`config.mk`:
```
export PLATFORM = sky130hd
export DESIGN_NAME = mmss_seconds_counter
export DESIGN_NICKNAME = d
export VERILOG_FILES = /design/src/rtl/mmss_seconds_counter_pkg.sv /design/src/rtl/mmss_seconds_counter_bcd_digit.sv /design/src/rtl/mmss_seconds_counter.sv
export SDC_FILE = /design/constraint.sdc
export NUM_CORES = 1
export LEC_CHECK = 0
export CORE_MARGIN = 2
export CORE_UTILIZATION = 40
export CTS_CLUSTER_SIZE = 30
export DETAILED_ROUTE_END_ITERATION = 10
export PLACE_DENSITY = 0.66
export SYNTH_ARGS = -nofsm -noshare
export SYNTH_HDL_FRONTEND = slang
export SYNTH_SLANG_ARGS = --single-unit
```
`constraint.sdc`:
```
create_clock -name clk -period 2.3 [get_ports clk]
set_clock_uncertainty 0.1 [all_clocks]
set_input_delay 0.345 -clock clk [delete_from_list [all_inputs] [get_ports clk]]
set_output_delay 0.345 -clock clk [all_outputs]
set_load 0.005 [all_outputs]
```
`src/rtl/mmss_seconds_counter_pkg.sv`:
```
// Shared constants and helpers for the MM:SS seconds counter.
package mmss_seconds_counter_pkg;

  localparam int BCD_W               = 4;
  localparam int SEC_TENS_MAX        = 5;
  localparam int DIGIT_MAX           = 9;
  localparam int DEFAULT_MIN_MODULUS = 60;

  // Last legal minute value as a BCD pair {tens, ones}, e.g. 60 -> 8'h59.
  function automatic logic [2*BCD_W-1:0] min_terminal_bcd(input int modulus);
    int last;
    last = modulus - 1;
    return {BCD_W'(last / 10), BCD_W'(last % 10)};
  endfunction

endpackage

```
`src/rtl/mmss_seconds_counter_bcd_digit.sv`:
```
// One BCD counter digit with wrap at MAX or on an external terminal override.
module bcd_digit
  import mmss_seconds_counter_pkg::*;
#(
  parameter int MAX = DIGIT_MAX
) (
  input  logic             clk,
  input  logic             rst,
  input  logic             clr,
  input  logic             inc,
  input  logic             term_ovr,
  output logic [BCD_W-1:0] q,
  output logic             carry
);

  localparam logic [BCD_W-1:0] MAX_V = BCD_W'(MAX);

  logic [BCD_W-1:0] q_q;
  logic [BCD_W-1:0] q_d;
  logic             at_term;

  always_comb begin
    at_term = (q_q == MAX_V) | term_ovr;
    carry   = inc & at_term;
    q_d     = q_q;
    if (clr) begin
      q_d = '0;
    end else if (inc) begin
      q_d = at_term ? '0 : q_q + 1'b1;
    end
  end

  always_ff @(posedge clk) begin
    if (rst) begin
      q_q <= '0;
    end else begin
      q_q <= q_d;
    end
  end

  assign q = q_q;

endmodule

```
`src/rtl/mmss_seconds_counter.sv`:
```
// BCD minutes:seconds counter advanced by rising edges of a 1 Hz wave.
module mmss_seconds_counter
  import mmss_seconds_counter_pkg::*;
#(
  parameter int MIN_MODULUS = DEFAULT_MIN_MODULUS
) (
  input  logic             clk,
  input  logic             rst,
  input  logic             sec_wave,
  input  logic             run,
  input  logic             clr,
  output logic [BCD_W-1:0] sec_ones,
  output logic [BCD_W-1:0] sec_tens,
  output logic [BCD_W-1:0] min_ones,
  output logic [BCD_W-1:0] min_tens,
  output logic             sec_tick,
  output logic             rollover
);

  localparam logic [2*BCD_W-1:0] MIN_TERM = min_terminal_bcd(MIN_MODULUS);

  logic wave_q, wave_d;
  logic tick_q, tick_d;
  logic rollover_q, rollover_d;
  logic sec_edge, accept, min_term;
  logic so_carry, st_carry, mo_carry, mt_carry;

  // wave_q resets high so a wave already high at reset release is not an edge.
  always_comb begin
    wave_d     = sec_wave;
    sec_edge   = sec_wave & ~wave_q;
    accept     = sec_edge & run & ~clr;
    min_term   = (min_tens == MIN_TERM[2*BCD_W-1:BCD_W]) &&
                 (min_ones == MIN_TERM[BCD_W-1:0]);
    tick_d     = accept;
    rollover_d = mt_carry;
  end

  always_ff @(posedge clk) begin
    if (rst) begin
      wave_q     <= 1'b1;
      tick_q     <= 1'b0;
      rollover_q <= 1'b0;
    end else begin
      wave_q     <= wave_d;
      tick_q     <= tick_d;
      rollover_q <= rollover_d;
    end
  end

  bcd_digit #(.MAX(DIGIT_MAX)) u_sec_ones (
    .clk(clk), .rst(rst), .clr(clr), .inc(accept), .term_ovr(1'b0),
    .q(sec_ones), .carry(so_carry)
  );

  bcd_digit #(.MAX(SEC_TENS_MAX)) u_sec_tens (
    .clk(clk), .rst(rst), .clr(clr), .inc(so_carry), .term_ovr(1'b0),
    .q(sec_tens), .carry(st_carry)
  );

  // Both minute digits wrap together when the pair hits MIN_MODULUS-1.
  bcd_digit #(.MAX(DIGIT_MAX)) u_min_ones (
    .clk(clk), .rst(rst), .clr(clr), .inc(st_carry), .term_ovr(min_term),
    .q(min_ones), .carry(mo_carry)
  );

  bcd_digit #(.MAX(DIGIT_MAX)) u_min_tens (
    .clk(clk), .rst(rst), .clr(clr), .inc(mo_carry), .term_ovr(min_term),
    .q(min_tens), .carry(mt_carry)
  );

  assign sec_tick = tick_q;
  assign rollover = rollover_q;

endmodule

```
==> impl_metrics.yaml <==
timing:
  worst_slew_pin_slew_ns: 0.4558
  setup_viol: 0
  min_period_ns: 1.973
  hold_slack_final_ns: 0.4049
  final.period_utilization: 0.8580
  final-hold-violation-count: 0
  grt_setup_unrepaired: "false"
  timing.slew.headroom: 0.6947
  max_freq_ghz: 0.5067
  fin_tns_setup_ns: 0
  max_slew_vio_count: 0
critical_path:
  cp_cell_sequence: "clkdlybuf4s50_1 -> nand4bb_4 -> or3_1 -> buf_4 -> o21ai_0 -> nor2_1"
  crit_path_max_incr_delay_ns: 0.42
  worst_setup_path_end_kind: "flip-flop"
  critical_path.top_delay_family: "simple AND/OR/NAND/NOR gates"
  slowest_stage: "sky130_fd_sc_hd__clkdlybuf4s50_1"
  critical_path_required_ns: 2.37
  crit_buf_inv: 2
  critical_path.max_fanout: 5
  critical_path_arrival_ns: 2.04
  start_kind: "primary input"
  critical_path_class: "in -> reg"
synthesis:
  avgSynthCellArea_sq_um: 8.942
  synth.ff_latch_count: 19
  postSynth.asyncResetShare: 0
  synth.top_cells.by_area: "sky130_fd_sc_hd__dfxtp_1 (39%), sky130_fd_sc_hd__ha_1 (5.1%), sky130_fd_sc_hd__nand4b_1 (4.5%)"
  synth.distinct_cells: 36
  synth.yosys.seq_area_share: 0.3902
  summed_instance_area_of_the_synthesized_netlist_sq_um: 974.7
  ys_dominant_reg_cell: "sky130_fd_sc_hd__dfxtp_1"
  synth_top_area_frac: 0.3902
  yosysWarningCount: 0
  syn_nets: 118
  synth_top_cell_by_area: "sky130_fd_sc_hd__dfxtp_1"
  number_of_synthesized_flops_with_an_enable_pin: 0
  post_synthesis_cells: 109
place:
  gp_congestion: 0.7842
  dpl.hpwl_microns: 1542
  port_buffers: 22
  post-place-cells: 165
  placedInstanceArea_sq_um: 1281
layout:
  final_cells: 169
  post-route-util: 0.5805
  antenna_cells_inserted: 0
  nets: 151
  multiInputGateArea_sq_um: 566.8
  synthToLayoutAreaGrowth_pct: 34.28
  regArea_sq_um: 380.4
  fillCellCount: 225
  design_area_sq_um: 1309
  post_route_cells_drive_above_1_share: 0.1277
clocking:
  cts-htree-levels: 1
  buffer_levels_on_the_longest_clock_path: 2
  cts_hold_repair.buffers: 0
  clkLatencyLatePin_ns: 0.29
  cts_num_sinks: 19
  clock_tree.root_cell: "sky130_fd_sc_hd__clkbuf_4"
  numCtsBuffers: 3
  tritoncts: "built"
  clkTransAtPathRegs_ns: 0.10
  cts_repair_resize_count: 0
  postCtsSetupRepairBufs: 0
global_routing:
  global_route.overflow_total: 0
  grt_first_pass_wirelength_microns: 3429
  number_of_antenna_violations_at_the_first_check_in_global_routing: 0
  grt_util_all_layers: 0.1647
  maximum_number_of_pins_on_one_net_before_global_route_repair: 12
  grt_pass1_vias: 761
pwr:
  power.density_nw_per_um2: 397.0
  vdd_ir_drop_max_mv: 0.2486
  power.static_leakage_nw: 0.4150
drt:
  routed_wire_length_per_instance_microns: 11.99
  drtIter0Drc: 26
  post_drt_via_cell_ratio: 5.296
  dr.pass1.iters: 4
  final_antenna_net_count: 0
  remaining_drc_errors: 0
  vias: 895
  wirelength_microns: 2027
die:
  num_io_pins: 23
  rows: 17
  core_area_sq_um: 2255
  design.die.area_sq_um: 2848
  die_height_microns: 53.37
  dieWidth_microns: 53.37
  start_util: 0.4323
run_status:
  run_status: "completed"
worst_hold_path:
  worst_hold_path_type: "reg -> reg"
run:
  cap_violations: 0
-- cell type report --
type	count	share of cell area
inverter	5	0.01434
tap	28	0.02677
clock inverter	1	0.003824
multi-input combinational	83	0.4331
sequential	19	0.2906
timing repair buffer	30	0.2141
clock buffer	3	0.01721
-- path summary, 6_finish.rpt --
| kind | cells past startpoint | from | slack, ns | endpoint |
|---|---|---|---|---|
| worst max-delay path | 6 | clr | 0.33 | u_min_ones.q[0]$_SDFFE_PP0N_ |
| worst min-delay path | 2 | u_min_ones.q[3]$_SDFFE_PP0N_ | 0.40 | u_min_ones.q[3]$_SDFFE_PP0N_ |
| worst max register to register | 5 | u_sec_ones.q[3]$_SDFFE_PP0N_ | 0.45 | u_min_ones.q[0]$_SDFFE_PP0N_ |
| worst min register to register | 2 | u_min_ones.q[3]$_SDFFE_PP0N_ | 0.40 | u_min_ones.q[3]$_SDFFE_PP0N_ |
-- registers in the layout (all words and copies together), names as in the netlist --
signal and flops:
u_sec_tens.q 4, rollover 1, wave_q 1, u_min_ones.q 4, sec_tick 1, u_min_tens.q 4
u_sec_ones.q 4
-- metrics by stage --
stage	power, W	worst slack (ns)
3_3_place_gp	0.0003622	0.08772
6_report	0.0005196	0.3266
2_1_floorplan	0.0003478	0.4454
4_1_cts	0.0005267	0.3243
5_1_grt	0.0005418	0.2161
3_5_place_dp	0.0003626	0.02324
-- worst min-delay path, delay by kind of cell (launching register included) --
family | cells | cell delay, ns
DFF | 1 | 0.34
AOI/OAI and AO/OA | 2 | 0.13
-- power by group --
part | total (W) | switching [W] | internal (W)
clock | 0.000165 | 0.000100 | 0.0000646
sequential | 0.000331 | 0.000000757 | 0.000330
combinational | 0.0000241 | 0.0000111 | 0.0000129
total | 0.000520 | 0.000112 | 0.000408
-- cells in the mapped netlist (2+ instances only) --
cell                       instances
sky130_fd_sc_hd__nand2_1           6
sky130_fd_sc_hd__xnor2_1           5
sky130_fd_sc_hd__nor2_1            8
sky130_fd_sc_hd__a211oi_1          2
sky130_fd_sc_hd__and2_1            2
sky130_fd_sc_hd__nand4b_1          5
sky130_fd_sc_hd__dfxtp_1          19
sky130_fd_sc_hd__nand3b_1          2
sky130_fd_sc_hd__o21ai_0           6
sky130_fd_sc_hd__a31oi_1           2
sky130_fd_sc_hd__o211ai_1          2
sky130_fd_sc_hd__nand3_1           3
sky130_fd_sc_hd__nand2b_1          2
sky130_fd_sc_hd__a21oi_1           8
sky130_fd_sc_hd__nor3_1            3
sky130_fd_sc_hd__or2_2             2
sky130_fd_sc_hd__nor2b_1           3
sky130_fd_sc_hd__nor4_1            2
sky130_fd_sc_hd__ha_1              4
sky130_fd_sc_hd__and3b_1           2
sky130_fd_sc_hd__o31ai_1           2
sky130_fd_sc_hd__inv_1             5
-- layer usage --
metal / up-vias / track usage / routed length (microns) / share of wire
li1: 463 / - / - / -
met1: 410 / 0.2346 / 1014 / 0.50
met2: 20 / 0.2449 / 909 / 0.45
met3: 2 / 0.02542 / 84 / 0.041
met4: 0 / 0.06410 / 17 / 0.0084
met5: - / 0 / 0 / 0
-- cells in the final DEF (no fill, tap or decap), drive strengths merged, types with 4 or more instances in the layout --
master | Yosys | routed
dfxtp | 19 | 19
a21oi | 8 | 8
nand4b | 5 | 5
clkdlybuf4s50 | 0 | 22
xnor2 | 5 | 5
nand2 | 6 | 6
o21ai | 6 | 6
nor2 | 8 | 8
ha | 4 | 4
buf | 1 | 8
inv | 5 | 5
-- kinds of logic (layout without fill, tap and decap cells) --
family / after synthesis / count (layout) / share of synthesized area
and+or+nand+nor: 48 / 48 / 0.3184
AOI/OAI and AO/OA: 26 / 26 / 0.1669
DFF: 19 / 19 / 0.3902
buffers and inverters: 7 / 39 / 0.02823
xor gates and xnor gates: 5 / 5 / 0.04493
adders and majority gates: 4 / 4 / 0.05135
(Power assumes the default switching activity.)
